File: config.mk
export PLATFORM = sky130hd
export DESIGN_NAME = execute_md
export DESIGN_NICKNAME = d
export VERILOG_FILES = /design/src/rtl/execute_md.sv
export SDC_FILE = /design/constraint.sdc
export NUM_CORES = 2
export LEC_CHECK = 0
export BUFFER_PORTS_ARGS = -buffer_cell sky130_fd_sc_hd__buf_4
export CAP_MARGIN = 30
export CORE_MARGIN = 5
export CORE_UTILIZATION = 54
export CTS_BUF_LIST = sky130_fd_sc_hd__clkbuf_4 sky130_fd_sc_hd__clkbuf_8
export CTS_CLUSTER_SIZE = 16
export DETAILED_ROUTE_END_ITERATION = 8
export HOLD_SLACK_MARGIN = 0.08
export PLACE_DENSITY = 0.71
export SLEW_MARGIN = 10
export SYNTH_ARGS = -nofsm -noshare
export SYNTH_HDL_FRONTEND = slang
export SYNTH_SLANG_ARGS = --single-unit
File: constraint.sdc
create_clock -name clk -period 9.9 [get_ports clk]
set_clock_uncertainty 0.05 [all_clocks]
set_input_delay 1.485 -clock clk [delete_from_list [all_inputs] [get_ports clk]]
set_output_delay 1.485 -clock clk [all_outputs]
set_load 0.05 [all_outputs]
File: src/rtl/execute_md.sv
// execute_md - EX stage with operand forwarding, ALU, branch/jump target and
// a multi-cycle RV32M multiply/divide unit.
//
// Ports
//   clk, rst_n            clock (rising edge), asynchronous active-low reset
//   flush_e               kill EX instruction, including an in-flight mul/div
//   valid_d, md_op_d      ID/EX holds a real instruction / it is RV32M
//   funct3_d              ALU funct3, or mul/div op select when md_op_d
//   alu_control_d         ALU operation (see w_alu_res case for encoding)
//   alu_src_a_d/_b_d      ALU operand select (rs1/pc, rs2/imm)
//   adder_src_d           branch target base (pc / forwarded rs1)
//   jump_d, branch_d      control-flow type
//   rd1_d, rd2_d, pc_d,
//   imm_val_d             ID/EX operands
//   alu_result_m,
//   result_w              MEM / WB forward values
//   forward_a_e/_b_e      forward selects
//   alu_result_e          ALU or mul/div result
//   write_data_e          forwarded rs2 (store data)
//   pc_target_e           base + imm_val_d
//   pc_src_e              redirect fetch
//   md_busy_e             stall request to the hazard unit
//   md_done_e             mul/div result valid this cycle
module execute_md #(
  parameter int DATA_WIDTH    = 32,
  parameter int ADDRESS_WIDTH = 32,
  parameter int MUL_LATENCY   = 2
) (
  input  logic                     clk,
  input  logic                     rst_n,
  input  logic                     flush_e,
  input  logic                     valid_d,
  input  logic                     md_op_d,
  input  logic [2:0]               funct3_d,
  input  logic [3:0]               alu_control_d,
  input  logic                     alu_src_a_d,
  input  logic                     alu_src_b_d,
  input  logic                     adder_src_d,
  input  logic                     jump_d,
  input  logic                     branch_d,
  input  logic [DATA_WIDTH-1:0]    rd1_d,
  input  logic [DATA_WIDTH-1:0]    rd2_d,
  input  logic [ADDRESS_WIDTH-1:0] pc_d,
  input  logic [DATA_WIDTH-1:0]    imm_val_d,
  input  logic [DATA_WIDTH-1:0]    alu_result_m,
  input  logic [DATA_WIDTH-1:0]    result_w,
  input  logic [1:0]               forward_a_e,
  input  logic [1:0]               forward_b_e,
  output logic [DATA_WIDTH-1:0]    alu_result_e,
  output logic [DATA_WIDTH-1:0]    write_data_e,
  output logic [ADDRESS_WIDTH-1:0] pc_target_e,
  output logic                     pc_src_e,
  output logic                     md_busy_e,
  output logic                     md_done_e
);

  localparam int DW = DATA_WIDTH;
  localparam int AW = ADDRESS_WIDTH;
  localparam int CW = $clog2(DW);
  localparam logic [DW-1:0] MIN_VAL  = {1'b1, {(DW-1){1'b0}}};
  localparam logic [DW-1:0] ONES_VAL = {DW{1'b1}};
  localparam logic [DW-1:0] ZERO_VAL = {DW{1'b0}};

  typedef enum logic [1:0] {
    S_IDLE = 2'd0,
    S_MUL  = 2'd1,
    S_DIV  = 2'd2,
    S_DONE = 2'd3
  } state_t;

  state_t          r_state, w_state_nxt;
  logic [CW-1:0]   r_cnt;
  logic [DW-1:0]   r_op_a, r_op_b, r_quo, r_rem, r_dvs, r_result;
  logic [1:0]      r_f3;
  logic            r_neg_q, r_neg_r;

  logic [DW-1:0]   w_fwd_a, w_fwd_b, w_alu_a, w_alu_b, w_alu_res;
  logic [CW-1:0]   w_shamt;
  logic            w_start, w_div_signed, w_dbz, w_ovf, w_special;
  logic [DW-1:0]   w_special_res;
  logic [2*DW-1:0] w_a_ext, w_b_ext, w_prod;
  logic [DW-1:0]   w_mul_res;
  logic [DW:0]     w_rem_shift, w_diff;
  logic [DW-1:0]   w_quo_nxt, w_rem_nxt, w_div_res;

  // Magnitude of a value, taken only when it is a negative signed operand.
  function automatic logic [DW-1:0] mag(input logic is_signed, input logic [DW-1:0] x);
    if (is_signed && x[DW-1]) begin
      mag = -x;
    end else begin
      mag = x;
    end
  endfunction

  // Operand forwarding muxes for rs1 and rs2.
  always_comb begin
    w_fwd_a = rd1_d;
    w_fwd_b = rd2_d;
    case (forward_a_e)
      2'b01:   w_fwd_a = alu_result_m;
      2'b10:   w_fwd_a = result_w;
      default: w_fwd_a = rd1_d;
    endcase
    case (forward_b_e)
      2'b01:   w_fwd_b = alu_result_m;
      2'b10:   w_fwd_b = result_w;
      default: w_fwd_b = rd2_d;
    endcase
  end

  // Single-cycle ALU; compare ops return 1 in bit 0 when a branch is taken.
  always_comb begin
    w_alu_a = alu_src_a_d ? DW'(pc_d) : w_fwd_a;
    w_alu_b = alu_src_b_d ? imm_val_d : w_fwd_b;
    w_shamt = w_alu_b[CW-1:0];
    case (alu_control_d)
      4'd0:    w_alu_res = w_alu_a + w_alu_b;
      4'd1:    w_alu_res = w_alu_a - w_alu_b;
      4'd2:    w_alu_res = w_alu_a & w_alu_b;
      4'd3:    w_alu_res = w_alu_a | w_alu_b;
      4'd4:    w_alu_res = w_alu_a ^ w_alu_b;
      4'd5:    w_alu_res = {{(DW-1){1'b0}}, ($signed(w_alu_a) < $signed(w_alu_b))};
      4'd6:    w_alu_res = {{(DW-1){1'b0}}, (w_alu_a < w_alu_b)};
      4'd7:    w_alu_res = w_alu_a << w_shamt;
      4'd8:    w_alu_res = w_alu_a >> w_shamt;
      4'd9:    w_alu_res = DW'($signed(w_alu_a) >>> w_shamt);
      4'd10:   w_alu_res = w_alu_b;
      4'd11:   w_alu_res = {{(DW-1){1'b0}}, (w_alu_a == w_alu_b)};
      4'd12:   w_alu_res = {{(DW-1){1'b0}}, (w_alu_a != w_alu_b)};
      4'd13:   w_alu_res = {{(DW-1){1'b0}}, ($signed(w_alu_a) >= $signed(w_alu_b))};
      4'd14:   w_alu_res = {{(DW-1){1'b0}}, (w_alu_a >= w_alu_b)};
      default: w_alu_res = ZERO_VAL;
    endcase
  end

  // Start detection and divide special cases resolved in the start cycle.
  // rst_n gates start so busy drops the instant reset is asserted.
  always_comb begin
    w_start      = rst_n & valid_d & md_op_d & ~flush_e & (r_state == S_IDLE);
    w_div_signed = ~funct3_d[0];
    w_dbz        = (w_fwd_b == ZERO_VAL);
    w_ovf        = w_div_signed & (w_fwd_a == MIN_VAL) & (w_fwd_b == ONES_VAL);
    w_special    = funct3_d[2] & (w_dbz | w_ovf);
    if (w_dbz) begin
      w_special_res = funct3_d[1] ? w_fwd_a : ONES_VAL;
    end else begin
      w_special_res = funct3_d[1] ? ZERO_VAL : MIN_VAL;
    end
  end

  // Full-width product: sign-extend to 2*DW, the low 2*DW bits are exact.
  always_comb begin
    w_a_ext   = {{DW{((r_f3 == 2'b01) | (r_f3 == 2'b10)) & r_op_a[DW-1]}}, r_op_a};
    w_b_ext   = {{DW{(r_f3 == 2'b01) & r_op_b[DW-1]}}, r_op_b};
    w_prod    = w_a_ext * w_b_ext;
    w_mul_res = (r_f3 == 2'b00) ? w_prod[DW-1:0] : w_prod[2*DW-1:DW];
  end

  // One restoring-division step plus sign fixup of the step's outcome.
  always_comb begin
    w_rem_shift = {r_rem, r_quo[DW-1]};
    w_diff      = w_rem_shift - {1'b0, r_dvs};
    if (!w_diff[DW]) begin
      w_rem_nxt = w_diff[DW-1:0];
      w_quo_nxt = {r_quo[DW-2:0], 1'b1};
    end else begin
      w_rem_nxt = w_rem_shift[DW-1:0];
      w_quo_nxt = {r_quo[DW-2:0], 1'b0};
    end
    if (r_f3[1]) begin
      w_div_res = r_neg_r ? -w_rem_nxt : w_rem_nxt;
    end else begin
      w_div_res = r_neg_q ? -w_quo_nxt : w_quo_nxt;
    end
  end

  // Next-state logic; flush overrides everything.
  always_comb begin
    w_state_nxt = r_state;
    if (flush_e) begin
      w_state_nxt = S_IDLE;
    end else begin
      case (r_state)
        S_IDLE: begin
          if (!w_start)         w_state_nxt = S_IDLE;
          else if (!funct3_d[2]) w_state_nxt = S_MUL;
          else if (w_special)    w_state_nxt = S_DONE;
          else                   w_state_nxt = S_DIV;
        end
        S_MUL:   w_state_nxt = (r_cnt == CW'(MUL_LATENCY - 1)) ? S_DONE : S_MUL;
        S_DIV:   w_state_nxt = (r_cnt == CW'(DW - 1)) ? S_DONE : S_DIV;
        S_DONE:  w_state_nxt = S_IDLE;
        default: w_state_nxt = S_IDLE;
      endcase
    end
  end

  // State register.
  always_ff @(posedge clk or negedge rst_n) begin
    if (!rst_n) r_state <= S_IDLE;
    else        r_state <= w_state_nxt;
  end

  // Mul/div datapath registers: operand latch, iteration and result.
  always_ff @(posedge clk or negedge rst_n) begin
    if (!rst_n) begin
      r_cnt    <= {CW{1'b0}};
      r_op_a   <= ZERO_VAL;
      r_op_b   <= ZERO_VAL;
      r_quo    <= ZERO_VAL;
      r_rem    <= ZERO_VAL;
      r_dvs    <= ZERO_VAL;
      r_result <= ZERO_VAL;
      r_f3     <= 2'b00;
      r_neg_q  <= 1'b0;
      r_neg_r  <= 1'b0;
    end else if (w_start) begin
      r_cnt   <= {CW{1'b0}};
      r_op_a  <= w_fwd_a;
      r_op_b  <= w_fwd_b;
      r_f3    <= funct3_d[1:0];
      r_quo   <= mag(w_div_signed, w_fwd_a);
      r_rem   <= ZERO_VAL;
      r_dvs   <= mag(w_div_signed, w_fwd_b);
      r_neg_q <= w_div_signed & (w_fwd_a[DW-1] ^ w_fwd_b[DW-1]);
      r_neg_r <= w_div_signed & w_fwd_a[DW-1];
      if (w_special) r_result <= w_special_res;
    end else if (!flush_e) begin
      case (r_state)
        S_MUL: begin
          r_cnt <= r_cnt + CW'(1);
          if (r_cnt == CW'(MUL_LATENCY - 1)) r_result <= w_mul_res;
        end
        S_DIV: begin
          r_cnt <= r_cnt + CW'(1);
          r_quo <= w_quo_nxt;
          r_rem <= w_rem_nxt;
          if (r_cnt == CW'(DW - 1)) r_result <= w_div_res;
        end
        default: r_cnt <= r_cnt;
      endcase
    end
  end

  // Output muxing: md result in DONE, zero while stalled, ALU otherwise.
  always_comb begin
    md_busy_e    = w_start | (r_state == S_MUL) | (r_state == S_DIV);
    md_done_e    = (r_state == S_DONE) & ~flush_e;
    write_data_e = w_fwd_b;
    pc_target_e  = (adder_src_d ? AW'(w_fwd_a) : pc_d) + AW'(imm_val_d);
    if (r_state == S_DONE) begin
      alu_result_e = r_result;
    end else if (md_busy_e) begin
      alu_result_e = ZERO_VAL;
    end else begin
      alu_result_e = w_alu_res;
    end
    pc_src_e = ~md_op_d & (jump_d | (branch_d & alu_result_e[0]));
  end

endmodule
## Yosys cells after proc, flatten, opt, wreduce, memory -nomap -nowiden

Cells that the tools add are included.

- Equality and inequality tests: 33
- Reduce and logical (&&, ||, !) cells: 13
- Multiplexer cells: 41
- Multiply operators: 1
- Bitwise gates (word level): 26
- Add/subtract/negate cells: 9
- Order comparisons: 4
- Shifts and indexed selects: 3

Operators by type and width:

| cell | number |
|---|---|
| $mux 32 | 26 |
| $pmux 32 s15 | 1 |
| $pmux 32 s2 | 3 |
| $neg 32->32 | 4 |
| $add 32x32->32 | 2 |
| $eq 32x32->1 const B | 2 |
| $ge 32x32->1 | 2 |
| $lt 32x32->1 | 2 |
| $mul 33x33->64 | 1 |
| $sub 33x32->33 | 1 |
| $and 32x32->32 | 1 |
| $eq 32x32->1 | 1 |
| $logic_not 32->1 | 1 |
| $ne 32x32->1 | 1 |
| $or 32x32->32 | 1 |
| $shl 32x5->32 | 1 |
| $shr 32x5->32 | 1 |
| $sshr 32x5->32 | 1 |
| $sub 32x32->32 | 1 |
| $xor 32x32->32 | 1 |
| $eq 4x4->1 const B | 7 |
| $eq 4x3->1 const B | 4 |
| $mux 5 | 3 |
| $and 1x1->1 | 14 |
| other kinds (23) | 48 |

- Bits in registers: 203
- Logic and storage cells: 141
- Input bits: 213
- Output and inout bits: 99

## Longest topological paths before layout

- Word-level depth: 12
- Mapped depth: 36

## Worst setup path before layout

Ideal clock, no wire load.

- Path kind: input to output
- Start point: input port forward_b_e[0]
- End point: output port alu_result_e[30]
- Arrival time: 7.590 ns
- Data required time: 8.365 ns
- Setup slack: 0.775 ns
- Stages: 21
- Path through: inv_1 ha_1 buf_2 buf_1 o21ai_1 mux2_2 clkbuf_1 clkbuf_1 clkbuf_1 ha_1 buf_2 o21bai_1 a21oi_1 nor4_1 o31ai_1 a211oi_1 o21ai_0 o41ai_1 a221o_1 a2111oi_0 o21ai_0

- Cells in the longest elaborated chain, start to end: 7
- Elaborated cells between the ends (all ways): 15
- Those cells by class: add/sub (2); eq/ne (2); shift (3); mux (5); bitwise (3)

Ends and longest elaborated chain:

| element | line | text |
|---|---|---|
| start: declaration | 48 | `input logic [1:0] forward_b_e,` |
| $eq 2x2->1 or $eq 2x1->1 (tied branches) | 104 | `case (forward_b_e)` |
| $pmux 32 s2 (*) | 104 |  |
| named net write_data_e[4] | 50 | `output logic [DATA_WIDTH-1:0] write_data_e,` |
| $mux 32 (*) | 114 | `w_alu_b = alu_src_b_d ? imm_val_d : w_fwd_b;` |
| $sub 32x32->32 (tied with other cells) | 118 | `4'd1: w_alu_res = w_alu_a - w_alu_b;` |
| $pmux 32 s15 (*) | 116 | `case (alu_control_d)` |
| $mux 32 (*) | 253 | `end else if (md_busy_e) begin` |
| $mux 32 (*) | 251 | `if (r_state == S_DONE) begin` |
| end: declaration | 49 | `output logic [DATA_WIDTH-1:0] alu_result_e,` |

The timed path passes the listed nets; every way through them passes the cells marked *.

## Final worst setup path

- Start point: register r_op_b[4]
- End point: register r_result[23]

- Cells in the longest elaborated chain, start to end: 6

Ends and longest elaborated chain:

| element | line | text |
|---|---|---|
| start: declaration | 73 | `logic [DW-1:0] r_op_a, r_op_b, r_quo, r_rem, r_dvs, r_result;` |
| start signal: assignment | 220 | `r_op_b <= w_fwd_b;` |
| $mul 33x33->64 | 155 | `w_prod = w_a_ext * w_b_ext;` |
| $mux 32 | 156 | `w_mul_res = (r_f3 == 2'b00) ? w_prod[DW-1:0] : w_prod[2*DW-1:DW];` |
| $mux 32 | 232 | `if (r_cnt == CW'(MUL_LATENCY - 1)) r_result <= w_mul_res;` |
| $pmux 32 s2 | 229 | `case (r_state)` |
| $mux 32 | 228 | `end else if (!flush_e) begin` |
| $mux 32 | 217 | `end else if (w_start) begin` |
| end signal: assignment | 227 | `if (w_special) r_result <= w_special_res;` |
| end signal: assignment | 232 |  |
| end signal: assignment | 238 | `if (r_cnt == CW'(DW - 1)) r_result <= w_div_res;` |
| end: declaration | 73 |  |

No other way between the ends. The select of a mux whose other input is x is not followed.
A chain may end at the register's enable or synchronous reset.

==> run_results.csv <==
group,metric,value,unit
yosys,yosysWarnings,0,
global_routing,grt.total_usage,0.422,
routing,wl_per_cell,27.2,um
clock_network,cts_buffer_depth,3,
placement,place_congestion,1.11,
critical_path,required,10.42,ns
die,start_util,0.545,
yosys,ys.flop_type,"dfrtp_1",
yosys,synth_area_leader_cell,"fa_1",
timing,final-max-slew-violation-count,0,
outcome,status,"finished clean",
global_routing,grt_pass1_vias,63226,
global_routing,grt_pass1_wl,405,mm
clock_network,clock_latency,0.67,ns
worst_hold_path,hp-class,"reg2reg",
critical_path,start_kind,"flip-flop",
critical_path,endpoint_kind,"flip-flop",
critical_path,arrival,10.02,ns
routing,drt_iter0_markers,6714,
die,io_pins,312,
timing,finalHoldViolCount,0,
die,chipHeight,358,um
global_routing,grt_max_degree,169,
timing,rsz0062_at_grt,"false",
critical_path,crit_fanout,15,
job,maxCapViolations,0,
yosys,seq_area_frac_synth,0.0772,
global_routing,antenna_found_initial,18,
clock_network,cts_tree,"done",
placement,post_dp_cell_area,70200,sq um
critical_path,max_stage_delay,0.90,ns
clock_network,clk_pin_slew,0.07,ns
yosys,syn-instance-count,8191,
yosys,synth_area_per_cell,7.99,sq um
timing,max_freq,105,MHz
clock_network,cts_hold_buf,0,
placement,hpwl,224,mm
routing,wl,271,mm
timing,min_period,9.49,ns
final_layout,design_area,71400,sq um
die,die_area,128000,sq um
routing,ant_nets,0,
timing,tightest_slew,1.26,ns
routing,num_vias,61929,
yosys,synth-async-reset-ratio,1.00,
routing,route.detailed.drc,0,
critical_path,critical-path-top-delay-family,"adder cells",
routing,firstDrtPassIters,7,
timing,final.period_utilization,0.959,
placement,io_buffers,311,
routing,viasPerCell,6.22,
yosys,syn-num-nets,9924,
clock_network,post_cts_buffers,0,
yosys,yosysMostFrequentCell,"inv_1",
yosys,synth_top_area_share,0.345,
critical_path,worst-setup-path-type,"reg2reg",
final_layout,area_growth_syn_to_layout,9.04,%
critical_path,cp_slowest_cell,"dfrtp_1",
timing,slew-limit-headroom,0.162,
final_layout,nets,10041,
timing,tns,0,ns
clock_network,htree_num_levels,2,
yosys,ys_ff_latch,202,
clock_network,cts-root-buf,"clkbuf_8",
clock_network,cts_num_sinks,202,
timing,setup_violations,0,
yosys,synth_area_leaders,"fa_1 (35%), inv_1 (8.0%), dfrtp_1 (7.7%)",
clock_network,cts_buffers,42,
global_routing,grt_overflow_total,0,
die,die_w,358,um
die,fp.coreArea,120000,sq um
yosys,netlist_area,65500,sq um
yosys,synth_common_cells,"inv_1 (1397), nand2_1 (1329), fa_1 (1129)",
die,num_rows,127,
final_layout,layout-drive-gt1-share,0.0961,
critical_path,path_buf_inv,4,
critical_path,cp_common_cell,"fa_1",
yosys,synth.distinct_cells,93,
yosys,synth_edf_count,0,
## sequential cells by signal (all words and copies together) (netlist names)
register,cells
r_quo,32
r_state,2
r_op_b,32
r_op_a,32
r_result,32
r_cnt,5
r_f3,2
r_rem,32
r_neg_r,1
r_dvs,31
r_neg_q,1
## tightest hold or removal path: stages, from the launching register on
cell and delay, ns:
dfrtp_1 0.34, nand2_1 0.05, o21ai_0 0.06
## layer usage
metal / vias to the layer above / global-route usage / wire [um]
li1: 26529 / - / -
met1: 30912 / 0.531 / 102000
met2: 3641 / 0.659 / 120000
met3: 831 / 0.109 / 28600
met4: 16 / 0.250 / 20500
met5: - / 0.000377 / 129
## kinds of logic after synthesis
logic type,share of synthesized area
multiplexers,0.0275
buffers and inverters,0.110
XOR/XNOR,0.0313
adder cells (fa/ha/maj),0.420
flip-flops,0.0772
AO/OA/AOI/OAI,0.157
AND/OR/NAND/NOR,0.176
## metrics by stage
stage | std cells | util | hold WS [ns] | worst slack (ns)
2_1_floorplan | 8191 | - | 0.399 | 0.775
3_3_place_gp | 9851 | 0.582 | 0.413 | 0.239
3_5_place_dp | 9863 | 0.584 | 0.420 | 0.180
4_1_cts | 9938 | 0.591 | 0.433 | 0.116
5_1_grt | 9955 | 0.594 | 0.454 | 0.0884
6_report | 9962 | 0.594 | 0.428 | 0.405
## final cells by class
class | instances | area (sq um)
Antenna cell | 11 | 27.5
Clock buffer | 65 | 807
Clock inverter | 10 | 68.8
Fill cell | 11002 | 48700
Inverter | 1401 | 5260
Multi-Input combinational cell | 6075 | 53300
Sequential cell | 202 | 5060
Tap cell | 1612 | 2020
Timing Repair Buffer | 586 | 4850
## path summary, 6_finish.rpt
check	start	endpoint	slack, ns	cells past startpoint
max in group asynchronous	rst_n	r_op_b[6]	6.91	4
worst min register to register	r_dvs[12]	r_dvs[12]	0.43	2
min in group asynchronous	rst_n	r_dvs[16]	0.78	1
worst max-delay path	r_op_b[4]	r_result[23]	0.41	25
worst max register to register	r_op_b[4]	r_result[23]	0.41	25
worst min-delay path	r_dvs[12]	r_dvs[12]	0.43	2
## layout by cell type (no fill, tap or decap), drive strengths merged, types with 17 or more instances in the layout
cell        n
mux2i     125
nor3       86
xor2       72
nor4       34
or4        21
nor2      398
o221ai     26
a221oi     63
o21ai     439
a221o      17
a22oi      49
a211oi     86
xnor2     162
dfrtp     202
buf       584
o31ai      63
a21oi     385
mux2       45
nand2    1329
and3       48
o211ai     43
nand3      73
a2111oi    25
or2        47
nor2b      61
nand4      39
and2      304
a31oi      51
o22ai      30
nand2b     40
o21a       41
fa       1129
o21bai     45
clkbuf     67
inv      1398
or3        37
a21o       82
ha        391
## what timing repair did
| item | in CTS | in global routing |
|---|---|---|
| hold endpoints to repair | 0 | 0 |
| endpoints found under the setup margin | 0 | 4 |
| gates resized for setup | 0 | 4 |
Power is not shown: default switching activity piles up to over one toggle a cycle in this logic, so the estimate is an artifact.
